<file path="src/rtl/acc_pkg.sv">
// acc_pkg: shared constants, matrix types and FSM states for the 3x3 matmul sequencer
package acc_pkg;
    localparam int DAT_SIZE = 8;
    localparam int RES_SIZE = 16;
    localparam int N_ELEM   = 9;
    localparam int IDX_W    = 4;
    typedef logic [N_ELEM-1:0][DAT_SIZE-1:0] operand_mat_t;
    typedef logic [N_ELEM-1:0][RES_SIZE-1:0] result_mat_t;
    typedef enum logic [1:0] {IDLE, RUN, DONE} state_t;
endpackage

</file>
<file path="src/rtl/acc_operand_buf.sv">
// acc_operand_buf: dual A/B operand element register file with index-range check
module acc_operand_buf
    import acc_pkg::*;
(
    input  logic                clk,
    input  logic                rst_n,
    input  logic                we,
    input  logic                sel,
    input  logic [IDX_W-1:0]    idx,
    input  logic [DAT_SIZE-1:0] data,
    output logic                bad,
    output operand_mat_t        a,
    output operand_mat_t        b
);
    assign bad = idx >= IDX_W'(N_ELEM);
    // store accepted in-range writes into the selected matrix; out-of-range writes are dropped
    always_ff @(posedge clk or negedge rst_n) begin
        if (!rst_n) begin
            a <= '0;
            b <= '0;
        end else if (we && !bad) begin
            if (sel) b[idx] <= data;
            else     a[idx] <= data;
        end
    end
endmodule

</file>
<file path="src/rtl/acc_mm_ctrl.sv">
// acc_mm_ctrl: sequencer that feeds operand buffers to the matmul datapath and captures results
module acc_mm_ctrl
    import acc_pkg::*;
#(
    parameter int MM_LATENCY = 2
) (
    input  logic                       clk,
    input  logic                       rst_n,
    input  logic                       wr_valid,
    output logic                       wr_ready,
    input  logic                       wr_sel,
    input  logic [IDX_W-1:0]           wr_idx,
    input  logic [DAT_SIZE-1:0]        wr_data,
    input  logic                       start_i,
    output logic                       busy_o,
    output logic                       done_o,
    output logic                       err_o,
    input  logic [IDX_W-1:0]           rd_idx,
    output logic [RES_SIZE-1:0]        rd_data,
    output logic [N_ELEM*DAT_SIZE-1:0] mm_a_o,
    output logic [N_ELEM*DAT_SIZE-1:0] mm_b_o,
    input  logic [N_ELEM*RES_SIZE-1:0] mm_c_i
);
    localparam int CNT_W = $clog2(MM_LATENCY + 1);

    if (MM_LATENCY < 1) begin : g_lat_check
        $error("acc_mm_ctrl: MM_LATENCY must be >= 1");
    end

    state_t           state, nxt;
    logic [CNT_W-1:0] cnt;
    result_mat_t      res;
    operand_mat_t     a, b;
    logic             wr_acc, bad, launch, capture;

    assign wr_acc  = wr_valid && wr_ready;
    assign launch  = state == IDLE && start_i;
    assign capture = state == RUN && cnt == '0;

    acc_operand_buf u_buf (
        .clk  (clk),
        .rst_n(rst_n),
        .we   (wr_acc),
        .sel  (wr_sel),
        .idx  (wr_idx),
        .data (wr_data),
        .bad  (bad),
        .a    (a),
        .b    (b)
    );

    assign mm_a_o  = a;
    assign mm_b_o  = b;
    assign rd_data = rd_idx < IDX_W'(N_ELEM) ? res[rd_idx] : '0;

    // next-state and per-state handshake/status outputs
    always_comb begin
        nxt      = state;
        wr_ready = 1'b0;
        busy_o   = 1'b0;
        done_o   = 1'b0;
        case (state)
            IDLE: begin
                wr_ready = 1'b1;
                nxt      = start_i ? RUN : IDLE;
            end
            RUN: begin
                busy_o = 1'b1;
                nxt    = cnt == '0 ? DONE : RUN;
            end
            DONE: begin
                done_o = 1'b1;
                nxt    = IDLE;
            end
            default: nxt = IDLE;
        endcase
    end

    // state register
    always_ff @(posedge clk or negedge rst_n) begin
        if (!rst_n) state <= IDLE;
        else        state <= nxt;
    end

    // latency counter, result capture and sticky index error (a bad write wins over a same-edge start)
    always_ff @(posedge clk or negedge rst_n) begin
        if (!rst_n) begin
            cnt   <= '0;
            res   <= '0;
            err_o <= 1'b0;
        end else begin
            if (launch)            cnt <= CNT_W'(MM_LATENCY - 1);
            else if (state == RUN && cnt != '0) cnt <= cnt - 1'b1;
            if (capture)           res <= mm_c_i;
            if (wr_acc && bad)     err_o <= 1'b1;
            else if (launch)       err_o <= 1'b0;
        end
    end
endmodule

</file>
<file path="config.mk">
export PLATFORM = sky130hd
export DESIGN_NAME = acc_mm_ctrl
export DESIGN_NICKNAME = d
export VERILOG_FILES = /design/src/rtl/acc_pkg.sv /design/src/rtl/acc_operand_buf.sv /design/src/rtl/acc_mm_ctrl.sv
export SDC_FILE = /design/constraint.sdc
export NUM_CORES = 1
export LEC_CHECK = 0
export ABC_AREA = 1
export CORE_UTILIZATION = 51
export CTS_BUF_LIST = sky130_fd_sc_hd__clkbuf_8
export DETAILED_ROUTE_END_ITERATION = 16
export GPL_ROUTABILITY_DRIVEN = 1
export PLACE_DENSITY_LB_ADDON = 0.08
export SLEW_MARGIN = 20
export SYNTH_ARGS = -nofsm -noshare
export SYNTH_HDL_FRONTEND = slang
export SYNTH_SLANG_ARGS = --single-unit
</file>
<file path="constraint.sdc">
create_clock -name clk -period 1.88 [get_ports clk]
set_input_delay 0.282 -clock clk [delete_from_list [all_inputs] [get_ports clk]]
set_output_delay 0.282 -clock clk [all_outputs]
set_load 0.05 [all_outputs]
</file>
Yosys cells after proc, flatten, opt, wreduce, memory -nomap -nowiden
Cells that the tools add are included.
{"block": "word_totals", "ff_bits": 293, "latch_bits": 0, "ramBits": 0, "rom_bits": 0, "input_bits": 165, "output_inout_bits": 164, "mem_count": 0}
{"block": "op_classes", "add_sub_neg": 1, "mul": 0, "div_mod_pow": 0, "n_lt_le_gt_ge": 5, "eq_ne": 2, "n_shift": 0, "muxes": 17, "bitwise_logic": 1, "n_reduce_logical": 15}
{"operator": "72-bit bitwise mux", "count": 2}
{"operator": "16-bit binary-select mux with 4-bit select", "count": 1}
{"operator": "8-bit demux with 4-bit select", "count": 1}
{"operator": "16-bit 2-to-1 mux", "count": 2}
{"operator": "4-bit by 5-bit < comparator with 1-bit output, second input constant", "count": 2}
{"operator": "8-bit 2-to-1 mux", "count": 1}
{"operator": "1-bit logical AND", "count": 7}
{"operator": "1-bit 2-to-1 mux", "count": 6}
{"operator": "2-bit 2-to-1 mux", "count": 3}
{"operator": "2-bit nonzero test", "count": 3}
{"operator": "4-bit by 1-bit >= comparator with 1-bit output, second input constant", "count": 1}
{"operator": "4-bit >= comparator, second input constant", "count": 1}
{"operator": "2-bit zero test", "count": 2}
{"operator": "4-bit < comparator, second input constant", "count": 1}
{"operator": "2-bit case mux with 2 select lines", "count": 1}
{"operator": "2-bit AND reduction", "count": 2}
{"operator": "2-bit by 1-bit == test with 1-bit output, second input constant", "count": 1}
{"operator": "2-bit == test, second input constant", "count": 1}
{"operator": "2-bit by 1-bit subtractor with 2-bit output, second input constant", "count": 1}
{"operator": "1-bit zero test", "count": 1}
{"operator": "1-bit NOT", "count": 1}

Depth between registers and ports, before layout
{"block": "logic_depth", "depth_word": 5, "ltp_mapped": 9, "ltp_nobuf": 7}

Cells and area by module
A second synthesis with hierarchy kept.
{"block": "hier_totals", "hier_cells": 1588, "area_unflattened_um2": 12971.2}
{"mod": "acc_mm_ctrl", "n_inst": 1, "cells_each": 945, "area_per_inst_um2": 7054.3}
{"mod": "acc_operand_buf", "n_inst": 1, "cells_each": 643, "area_per_inst_um2": 5916.9}

Worst setup path before layout
OpenSTA, ideal clock, no wires.
{"block": "synth_timing", "path_kind": "reg2reg", "startpoint": "reg state[1]", "endpoint": "reg res[0] (netlist name)", "arrival_ns": 1.930, "required_ns": 1.764, "slack_ns": -0.166, "path_stages_with_launch": 7, "n_path_buf": 2, "period_less_slack_ns": 2.046, "path_cell_list": "dfrtp_1 > nor2_1 > nand2_1 > clkbuf_1 > clkbuf_1 > nand2_1 > nand2_1"}
{"block": "synth_via", "elab_chain_cells": 2}
{"element": "start, declared", "line_no": "acc_mm_ctrl.sv:30", "rtl": "state_t state, nxt;"}
{"element": "start signal, assigned", "line_no": "acc_mm_ctrl.sv:82", "rtl": "else state <= nxt;"}
{"element": "2-bit by 1-bit == test with 1-bit output", "line_no": "acc_mm_ctrl.sv:38", "rtl": "assign capture = state == RUN && cnt == '0;"}
{"element": "1-bit logical AND", "line_no": "acc_mm_ctrl.sv:38"}
{"element": "end signal, assigned", "line_no": "acc_mm_ctrl.sv:94", "rtl": "if (capture) res <= mm_c_i;"}
{"element": "end, declared", "line_no": "acc_mm_ctrl.sv:32", "rtl": "result_mat_t res;"}
Every way passes these cells.
A chain may end at the register's enable or synchronous reset.

Worst setup path in the final report
{"block": "layout_timing", "startpoint": "reg res[9] (netlist name)", "endpoint": "out rd_data[9]"}
{"block": "layout_via", "elab_chain_cells": 3}
{"element": "16-bit binary-select mux with 4-bit select", "line_no": "acc_mm_ctrl.sv:54", "rtl": "assign rd_data = rd_idx < IDX_W'(N_ELEM) ? res[rd_idx] : '0;"}
{"element": "16-bit 2-to-1 mux (implied by the code)", "line_no": "acc_mm_ctrl.sv:54"}
{"element": "16-bit 2-to-1 mux", "line_no": "acc_mm_ctrl.sv:54"}
{"element": "end, declared", "line_no": "acc_mm_ctrl.sv:19", "rtl": "output logic [RES_SIZE-1:0] rd_data,"}
Every way passes these cells. The select of a mux whose other input is x is not followed.

==> metrics <==
placed standard-cell area 17270 um2; crit path time final 1.913 ns; setup TNS -0.03610 ns; Worst Path Arrival 1.63 ns; met1 Use GR 0.4045; CP max stage cell dfrtp_1; final wirelength 43430 um; Mapped Area 13250 um2; reg2reg start state[0]; worst slew pin tran 0.5858 ns; Placeable Area 25330 um2; Starting Density 0.5230; first-pass GRT wire length 67970 um; M3 GR Usage 0.08812; Max-Cap Viols 0; Yosys top cell area share 0.5535; Post-Syn Instances 1633; leading area contributor after synthesis dfrtp_1; RSZ-0062 raised after global routing yes; worst vdd ir 0.8788 mV; Ant. Diodes 0; die area 26620 um2; Crit path top cell by count nand2_2; Seq/Total Area, Yosys 0.5535; detailed placement HPWL 29410 um; Worst-Skew Late Latency 0.56 ns; initial antenna violation count 2; grt peak-use layer met2; Vias per Instance 5.457; largest net degree at the start of global routing 131; GRT Resource Usage Total 0.3316; most frequent cell after synthesis nand2_1; RePlAce Congestion 0.8986; Synth cell types 22; dpl ws -0.3041 ns; CTS tree done; Final WS setup -0.03338 ns; PD cells 1392 nW/um2; worst path cell trace nand2_2, nand3_2, nand3_2, nand2_2, nand2_1, nand2_2, buf_12; ys flop type dfrtp_1; Mapped Avg Cell Area 8.112 um2; vias in the first global route 12650; Setup CP Type flip-flop to primary output; failing checks negative setup slack; Syn Nets 1799; critical path's largest stage delay 0.42 ns; Post-synth top cells 876 x nand2_1, 293 x dfrtp_1, 144 x nand4_1, 112 x nand3_1, 58 x clkbuf_1; post-route ant nets 0; Worst R2R Setup Slack 0.25 ns; Register-to-Register Path Depth 6; Initial DRC Count 1152; Worst Hold Class input port to asynchronous set/reset pin; Post-synth EDFFs 0; Leak Pwr 10.13 nW; Slew Viols, Final 0; die width 163.2 um; Period Utilization, post-route 1.018; final hold viol count 0; met2 GRT Util 0.5520; Warnings, synthesis 0; Worst EP required 1.60 ns; final instance area 18570 um2; top post-synthesis cells by area dfrtp_1 55%, nand2_1 25%, nand4_1 6.8%, nand3_1 4.2%, nand4_2 1.7%; CP Launch Type flip-flop; Port Buffers 328; ys async rst share 1.000; Synth Register Bits 293; Setup Skew 0.01273 ns; Fmax 0.5226 GHz; Via Count 12800; endpoints failing setup 3; # clock sinks 293; nature of the critical path endpoint primary output; Die H 163.2 um; TritonCTS buffer count 49; Reg clk slew, reported paths 0.06 ns; fraction of layout cells with a size suffix above 1 0.1696; Layout area overhead 40.18%; fin nets 2144; row count 58; htree depth 2; I/O Pins 329; Max FO, Critical Path 2; outcome finished, violations left; DR pass1 iterations 5; R2R Path End u_buf.a[12]; slew margin rel. 0.6094; Clock Tree Buf Depth 3; final global-route overflow total 0; Clock Root Buffer clkbuf_8; number of remaining DRC errors 0; WL per Instance 18.51 um
[worst max-delay path by stage]
| stage | from | end | slack [ns] | cells after the start |
|---|---|---|---|---|
| floorplan | state[0] | u_buf.b[32] | 0.009 | 7 |
| global placement | rd_idx[2] | rd_data[15] | -0.26 | 5 |
| detailed placement | rd_idx[2] | rd_data[14] | -0.30 | 5 |
| CTS | res[8] | rd_data[8] | -0.03 | 7 |
| global route | res[4] | rd_data[4] | -0.09 | 7 |
| finish | res[9] | rd_data[9] | -0.03 | 7 |
[layout make-up]
| class | count | area [um2] |
|---|---|---|
| flip-flops and latches | 293 | 7332 |
| fillers | 2021 | 6758 |
| multi-input cells | 1191 | 5568 |
| repair buffers | 412 | 4113 |
| clock buffers | 67 | 922.1 |
| well taps | 330 | 412.9 |
| inverters | 31 | 123.9 |
| clock inverters | 22 | 97.59 |
[layout by cell type (no fill, tap or decap), drive strengths merged]
cell type      instances
a21oi                  1
buf                  135
clkbuf                69
clkdlybuf4s50        159
clkinv                 9
clkinvlp               1
dfrtp                293
dlygate4sd2          115
dlygate4sd3            1
ha                     1
inv                   43
nand2                880
nand3                112
nand4                162
nor2                  17
nor3                   1
o21ai                 16
o22ai                  1
[worst max-delay path: cells and delay by family, from the launching register on]
family                 cells  cell delay, ns
buffers and inverters      1            0.15
DFF                        1            0.42
and+or+nand+nor            6            0.49
[kinds of logic after synthesis]
kind of cell	synth area share
buffers and inverters	0.04949
AOI/OAI and AO/OA	0.007746
adders and majority gates	0.0009444
and+or+nand+nor	0.3883
DFF	0.5535
[stage by stage]
stage               utilization  instances  power, mW  hold WS [ns]
floorplan                     -       1633      16.11      -0.01359
global placement         0.6819       2244      19.84        0.1946
detailed placement       0.6819       2244      20.00        0.1967
CTS                      0.7269       2340      25.73        0.2006
global route             0.7332       2346      27.33        0.2043
finish                   0.7332       2346      25.85        0.1950
[sequential cells by signal, indices dropped and copies added, names as in the netlist]
name and cells:
res 144, state 2, u_buf.b 72, err_o 1, u_buf.a 72, cnt 2
[power breakdown]
group	total, mW	internal (mW)	switching, mW
sequential	9.83	8.50	1.32
clock	5.77	3.17	2.60
combinational	10.3	3.41	6.85
total	25.8	15.1	10.8
[per-layer routing]
metal,wire length [um],vias to the layer above,share of wire
met1,16680,6110,0.38
met3,3961,121,0.091
met4,1817,4,0.042
li1,-,5978,-
met5,29,-,0.00067
met2,20940,590,0.48
[timing repair]
item / in CTS / in global routing
hold endpoints to repair: 210 / 0
gates cloned: 0 / 1
setup endpoints to repair: 130 / 16
buffers inserted: 6 / 5
pin swaps: 19 / 18
hold buffers: 1 / 0
resized for setup: 177 / 32
Note: power is estimated with default switching activity, not from simulation.
